`src/rtl/dest_scoreboard_if.sv`:
```
// Decode-side handshake bundle for the destination scoreboard: the decode
// stage presents its instruction fields and receives stall plus the
// in-flight slot status and register-file write port.
interface dest_scoreboard_if;
  logic        id_valid;
  logic [2:0]  id_rd;
  logic        id_we;
  logic        id_is_load;
  logic [2:0]  id_rs;
  logic [2:0]  id_rt;
  logic        id_rs_used;
  logic        id_rt_used;
  logic        flush;
  logic        clr_cnt;
  logic        stall;
  logic        ex_vld;
  logic        mem_vld;
  logic        wb_vld;
  logic [2:0]  wb_rd;
  logic        wb_we;
  logic [15:0] stall_cnt;

  modport master (
    output id_valid, id_rd, id_we, id_is_load, id_rs, id_rt,
           id_rs_used, id_rt_used, flush, clr_cnt,
    input  stall, ex_vld, mem_vld, wb_vld, wb_rd, wb_we, stall_cnt
  );

  modport slave (
    input  id_valid, id_rd, id_we, id_is_load, id_rs, id_rt,
           id_rs_used, id_rt_used, flush, clr_cnt,
    output stall, ex_vld, mem_vld, wb_vld, wb_rd, wb_we, stall_cnt
  );
endinterface

```
`src/rtl/dest_scoreboard.sv`:
```
// Destination scoreboard for a 3-stage (EX/MEM/WB) pipeline. Tracks pending
// register writes, raises a combinational decode stall on RAW hazards and
// counts stall cycles. FWD_EN selects between no forwarding (any in-flight
// writer of a source stalls) and full forwarding (only load-use stalls).
module dest_scoreboard #(
  parameter bit FWD_EN = 1'b0
) (
  input  logic           clk,
  input  logic           rst_n,
  dest_scoreboard_if.slave sb
);

  // Slot EX is _p0, MEM is _p1, WB is _p2. The load flag is only consulted
  // while the writer sits in EX, so later slots carry just vld and rd.
  logic       vld_p0, ld_p0;
  logic [2:0] rd_p0;
  logic       vld_p1;
  logic [2:0] rd_p1;
  logic       vld_p2;
  logic [2:0] rd_p2;

  logic [15:0] stall_cnt_r;
  logic        rs_haz, rt_haz;
  logic        stall, iss;

  function automatic logic hit(input logic v, input logic [2:0] rd,
                               input logic [2:0] x);
    return v && (rd == x);
  endfunction

  function automatic logic [15:0] sat_inc(input logic [15:0] v);
    return (v == 16'hFFFF) ? v : v + 16'd1;
  endfunction

  // Hazard detection and issue decision for the instruction in decode.
  always_comb begin
    rs_haz = 1'b0;
    rt_haz = 1'b0;
    if (FWD_EN) begin
      rs_haz = hit(vld_p0 & ld_p0, rd_p0, sb.id_rs);
      rt_haz = hit(vld_p0 & ld_p0, rd_p0, sb.id_rt);
    end else begin
      // No bypass from WB: the register file only writes at the end of WB.
      rs_haz = hit(vld_p0, rd_p0, sb.id_rs) | hit(vld_p1, rd_p1, sb.id_rs) |
               hit(vld_p2, rd_p2, sb.id_rs);
      rt_haz = hit(vld_p0, rd_p0, sb.id_rt) | hit(vld_p1, rd_p1, sb.id_rt) |
               hit(vld_p2, rd_p2, sb.id_rt);
    end
    stall = sb.id_valid & ~sb.flush &
            ((sb.id_rs_used & rs_haz) | (sb.id_rt_used & rt_haz));
    iss   = sb.id_valid & sb.id_we & ~stall & ~sb.flush;
  end

  // Slot pipeline: bubbles and flushed slots are written as all-zero.
  always_ff @(posedge clk or negedge rst_n) begin
    if (!rst_n) begin
      vld_p0 <= 1'b0;
      rd_p0  <= 3'd0;
      ld_p0  <= 1'b0;
      vld_p1 <= 1'b0;
      rd_p1  <= 3'd0;
      vld_p2 <= 1'b0;
      rd_p2  <= 3'd0;
    end else begin
      // EX stage boundary
      vld_p0 <= iss;
      rd_p0  <= iss ? sb.id_rd : 3'd0;
      ld_p0  <= iss ? sb.id_is_load : 1'b0;
      // MEM stage boundary
      vld_p1 <= sb.flush ? 1'b0 : vld_p0;
      rd_p1  <= sb.flush ? 3'd0 : rd_p0;
      // WB stage boundary: the MEM writer commits even on flush
      vld_p2 <= vld_p1;
      rd_p2  <= rd_p1;
    end
  end

  // Saturating stall-cycle counter; clear beats increment.
  always_ff @(posedge clk or negedge rst_n) begin
    if (!rst_n) begin
      stall_cnt_r <= 16'd0;
    end else if (sb.clr_cnt) begin
      stall_cnt_r <= 16'd0;
    end else if (stall) begin
      stall_cnt_r <= sat_inc(stall_cnt_r);
    end
  end

  assign sb.stall     = stall;
  assign sb.ex_vld    = vld_p0;
  assign sb.mem_vld   = vld_p1;
  assign sb.wb_vld    = vld_p2;
  assign sb.wb_rd     = rd_p2;
  assign sb.wb_we     = vld_p2;
  assign sb.stall_cnt = stall_cnt_r;

endmodule

```
`src/flat_wrapper.sv`:
```
// flat-port wrapper written by rule: the top's interface ports become plain ports
module dest_scoreboard_flat 
#(
  parameter bit FWD_EN = 1'b0
)
  (clk, rst_n, sb_id_valid, sb_id_rd, sb_id_we, sb_id_is_load, sb_id_rs, sb_id_rt, sb_id_rs_used, sb_id_rt_used, sb_flush, sb_clr_cnt, sb_stall, sb_ex_vld, sb_mem_vld, sb_wb_vld, sb_wb_rd, sb_wb_we, sb_stall_cnt);
  dest_scoreboard_if sb_i ();
  input  logic clk;
  input  logic rst_n;
  input wire logic [$bits(sb_i.id_valid)-1:0] sb_id_valid;
  input wire logic [$bits(sb_i.id_rd)-1:0] sb_id_rd;
  input wire logic [$bits(sb_i.id_we)-1:0] sb_id_we;
  input wire logic [$bits(sb_i.id_is_load)-1:0] sb_id_is_load;
  input wire logic [$bits(sb_i.id_rs)-1:0] sb_id_rs;
  input wire logic [$bits(sb_i.id_rt)-1:0] sb_id_rt;
  input wire logic [$bits(sb_i.id_rs_used)-1:0] sb_id_rs_used;
  input wire logic [$bits(sb_i.id_rt_used)-1:0] sb_id_rt_used;
  input wire logic [$bits(sb_i.flush)-1:0] sb_flush;
  input wire logic [$bits(sb_i.clr_cnt)-1:0] sb_clr_cnt;
  output wire logic [$bits(sb_i.stall)-1:0] sb_stall;
  output wire logic [$bits(sb_i.ex_vld)-1:0] sb_ex_vld;
  output wire logic [$bits(sb_i.mem_vld)-1:0] sb_mem_vld;
  output wire logic [$bits(sb_i.wb_vld)-1:0] sb_wb_vld;
  output wire logic [$bits(sb_i.wb_rd)-1:0] sb_wb_rd;
  output wire logic [$bits(sb_i.wb_we)-1:0] sb_wb_we;
  output wire logic [$bits(sb_i.stall_cnt)-1:0] sb_stall_cnt;
  assign sb_i.id_valid = sb_id_valid;
  assign sb_i.id_rd = sb_id_rd;
  assign sb_i.id_we = sb_id_we;
  assign sb_i.id_is_load = sb_id_is_load;
  assign sb_i.id_rs = sb_id_rs;
  assign sb_i.id_rt = sb_id_rt;
  assign sb_i.id_rs_used = sb_id_rs_used;
  assign sb_i.id_rt_used = sb_id_rt_used;
  assign sb_i.flush = sb_flush;
  assign sb_i.clr_cnt = sb_clr_cnt;
  assign sb_stall = sb_i.stall;
  assign sb_ex_vld = sb_i.ex_vld;
  assign sb_mem_vld = sb_i.mem_vld;
  assign sb_wb_vld = sb_i.wb_vld;
  assign sb_wb_rd = sb_i.wb_rd;
  assign sb_wb_we = sb_i.wb_we;
  assign sb_stall_cnt = sb_i.stall_cnt;
  dest_scoreboard #(.FWD_EN(FWD_EN)) u_core (.clk(clk), .rst_n(rst_n), .sb(sb_i));
endmodule
```
`config.mk`:
```
export PLATFORM = sky130hd
export DESIGN_NAME = dest_scoreboard_flat
export DESIGN_NICKNAME = d
export VERILOG_FILES = /design/src/rtl/dest_scoreboard_if.sv /design/src/rtl/dest_scoreboard.sv /design/src/flat_wrapper.sv
export SDC_FILE = /design/constraint.sdc
export NUM_CORES = 1
export LEC_CHECK = 0
export BUFFER_PORTS_ARGS = -buffer_cell sky130_fd_sc_hd__buf_2
export CAP_MARGIN = 20
export CORE_MARGIN = 2
export CORE_UTILIZATION = 52
export CTS_CLUSTER_DIAMETER = 60
export DETAILED_ROUTE_END_ITERATION = 10
export PLACE_DENSITY = 0.79
export SYNTH_ARGS = -nofsm -noshare
export SYNTH_HDL_FRONTEND = slang
export SYNTH_SLANG_ARGS = --single-unit
```
`constraint.sdc`:
```
create_clock -name clk -period 2.25 [get_ports clk]
set_clock_uncertainty 0.15 [all_clocks]
set_input_delay 0.225 -clock clk [delete_from_list [all_inputs] [get_ports clk]]
set_output_delay 0.225 -clock clk [all_outputs]
set_load 0.01 [all_outputs]
```
==> metrics <==
outcome=finished with violations; failing checks=DRC; Final ANT Viol Nets=0; vias in the first global route=~1200; Adder-Cell Fraction of Synth Area=less than 1%; routed vias/inst=5.79; CP Launch Point=sb_flush; Syn Std Cell Area=around 1600 µm²; Post-Synthesis Cells=between 100 and 150; top cell type's share of synthesized area=roughly 45%; cts bufs inserted=3; Synth area leader=dfrtp_1; Starting DRT DRC Count=48; pre-CTS WS=143 ps; commonest cells in the synthesized netlist=28 x dfrtp_1, 18 x xnor2_1, 13 x a21oi_1, 10 x nand3_1; largest net degree at the start of global routing=29; Synth Register Bits=28; Synth cell types=38; Avg Cell Area, Syn=~11 µm²; Synth Area in XOR/XNOR=about a tenth; sequential share of the synthesized area=between 40% and 50%; worst skew pair latency=320 ps; clock sinks=28; Hold Fails Final Rpt=0; layout overhead on the synthesized area=22.7%; Die Span Y=around 59 µm; die width=58.6 µm; Finished Core Util=67.9%; residual DRC count=2; Main synth FF type=dfrtp_1; number of port buffers=40; final setup margin=about 33 ps; CTS clk-pin slew, worst paths=around 150 ps; share of post-route cells with drive strength above 1=30.3%; CP Capture Type=output pin; max-slew violations=0; worst reg2reg setup slack=140 ps; final WL=3.29 mm; reg2reg path depth=7; core box area=approximately 2800 µm²; R2R Path Start=u_core.sb.wb_rd[1]$_DFF_PN0_; HP Class=input port to flip-flop; Filler cells=~230; fmax=between 0.4 and 0.5 GHz; largest family of logic cells by synthesized area=simple AND/OR/NAND/NOR gates; total of max-cap violations=0; synth warn=0; relative slew slack=59.8%; simple-gate share of the synthesized area=a little under a quarter; crit path launch type=input port; Final Critical Period=2220 ps; syn_nets=165; count leader, synth=dfrtp_1; initial antenna violation count=0; GPL Wtd Cong=about 0.82; Top-Level Pins=42; # setup viols final=0; RSZ-0062 raised after global routing=true; mux cell area share after synthesis=0%; Critical Path RT=1880 ps; # nets final=218; CTS H-Tree Depth=1; Critical Path Fanout Max=5; Post-synth ARST share=100%; Via Count=1327; DIE AREA=about 3400 µm²; first-pass GRT wire length=around 5.4 mm; VDD IR max=0.229 mV; CP endpoint=sb_stall; worst reg2reg endpoint=u_core.sb.stall_cnt[8]$_DFFE_PN0P_; initial core utilization=55.3%; main area contributors after synthesis=dfrtp_1 45%, xnor2_1 10%, a21oi_1 4.2%; First-pass DRT Iterations=7; critical path class=input port to output pin; CTS tree=done; EDFF count, synth=0; grt ovf=0; n_diodes=0; clk root buf=clkbuf_4; number of cell rows=19; CTS Buffer Depth=2; wire per inst=14.4 µm; post-DP HPWL=2.47 mm; P_leak=0.873 nW; power per cell area=between 400 and 500 nW/µm²; gr usage total=between 20% and 30%; Tcrit/Tclk final=between 90% and 100%; Worst EP arrival=roughly 1800 ps; Worst-Margin Slew=between 600 and 700 ps; Synth Area in Compound Gates=between 10% and 20%
## layout make-up
type | instances | area (µm²) | area share [%]
clock buffers | 4 | 36.3 | 1.91
inverters | 4 | 15.0 | 0.788
multi-input cells | 108 | 772 | 40.5
flip-flops and latches | 28 | 701 | 36.8
well taps | 31 | 38.8 | 2.04
repair buffers | 54 | 342 | 17.9
## report_power, final
| part | switching (mW) | leakage, nW | internal (mW) |
|---|---|---|---|
| clock network | 0.147 | 0.0210 | 0.0990 |
| logic | 0.0433 | 0.463 | 0.0418 |
| registers | 0.00525 | 0.389 | 0.508 |
| total | 0.195 | 0.873 | 0.649 |
## cell usage in the layout (no fill, tap or decap), types with 2 or more instances in the layout
| master | Yosys | routed |
|---|---|---|
| xnor2_1 | 18 | 18 |
| and2_1 | 4 | 3 |
| buf_4 | 1 | 6 |
| and3_1 | 2 | 2 |
| nor2b_1 | 4 | 4 |
| dfrtp_1 | 28 | 28 |
| dlygate4sd3_1 | 0 | 7 |
| o31ai_1 | 7 | 7 |
| inv_1 | 3 | 3 |
| nand2_1 | 5 | 5 |
| buf_2 | 0 | 39 |
| nand3_1 | 10 | 10 |
| nor2_1 | 4 | 4 |
| nor3_1 | 3 | 3 |
| o21ai_0 | 2 | 2 |
| clkbuf_4 | 0 | 3 |
| nand4_1 | 7 | 7 |
| or4_1 | 7 | 7 |
| or3_1 | 2 | 2 |
| a21oi_1 | 13 | 13 |
| o41ai_1 | 3 | 3 |
## sequential cells by signal, summed over array words and instances (netlist names)
signal,flops
u_core.rd_p0,3
u_core.rd_p1,3
u_core.sb.ex_vld,1
u_core.sb.mem_vld,1
u_core.sb.stall_cnt,16
u_core.sb.wb_rd,3
u_core.sb.wb_vld,1
## metrics by stage
step	std cells	instance area (µm²)	hold slack [ps]	setup TNS [ps]	power, mW
floorplan	146	1550	-221	0	0.559
global placement	217	1780	124	0	0.595
detailed placement	217	1780	127	0	0.598
CTS	228	1890	87.6	0	0.852
global route	229	1900	92.6	-126	0.885
finish	229	1900	110	0	0.844
## layer usage
layer	global-route usage [%]	vias up	routed length (µm)
li1	-	655	-
met1	29.3	638	1560
met2	32.9	32	1570
met3	3.30	2	147
met4	6.82	0	21
met5	0	-	0
## worst max-delay path: stages
cell and delay (ps):
dlygate4sd3_1 550, buf_6 110, and2b_2 240, and2_4 170, a32oi_4 270, inv_2 110
buf_2 160
## worst min path at each step
stage	startpoint	to	slack (ps)	depth (start not counted)
2_1_floorplan	rst_n	u_core.rd_p0[0]$_DFF_PN0_	-220	0
3_3_place_gp	rst_n	u_core.sb.stall_cnt[0]$_DFFE_PN0P_	120	1
3_5_place_dp	rst_n	u_core.sb.stall_cnt[0]$_DFFE_PN0P_	130	1
4_1_cts	sb_clr_cnt	u_core.sb.stall_cnt[4]$_DFFE_PN0P_	90	2
5_1_grt	sb_clr_cnt	u_core.sb.stall_cnt[0]$_DFFE_PN0P_	90	2
6_report	sb_clr_cnt	u_core.sb.stall_cnt[3]$_DFFE_PN0P_	110	2
## kinds of logic (layout without fill, tap and decap cells)
kind of cell,count (synthesis),after routing
simple gates,57,57
compound gates,32,32
flops,28,28
xor+xnor,18,18
buf+inv,10,62
fa+ha+maj,1,1
## what timing repair did
item                       CTS  global route
setup endpoints to repair    0             7
gates resized for setup      0             2
hold endpoints to repair    36             0
buffers inserted             0             1
hold buffers                 7             0
No activity file was read; power rests on OpenSTA's default activity.
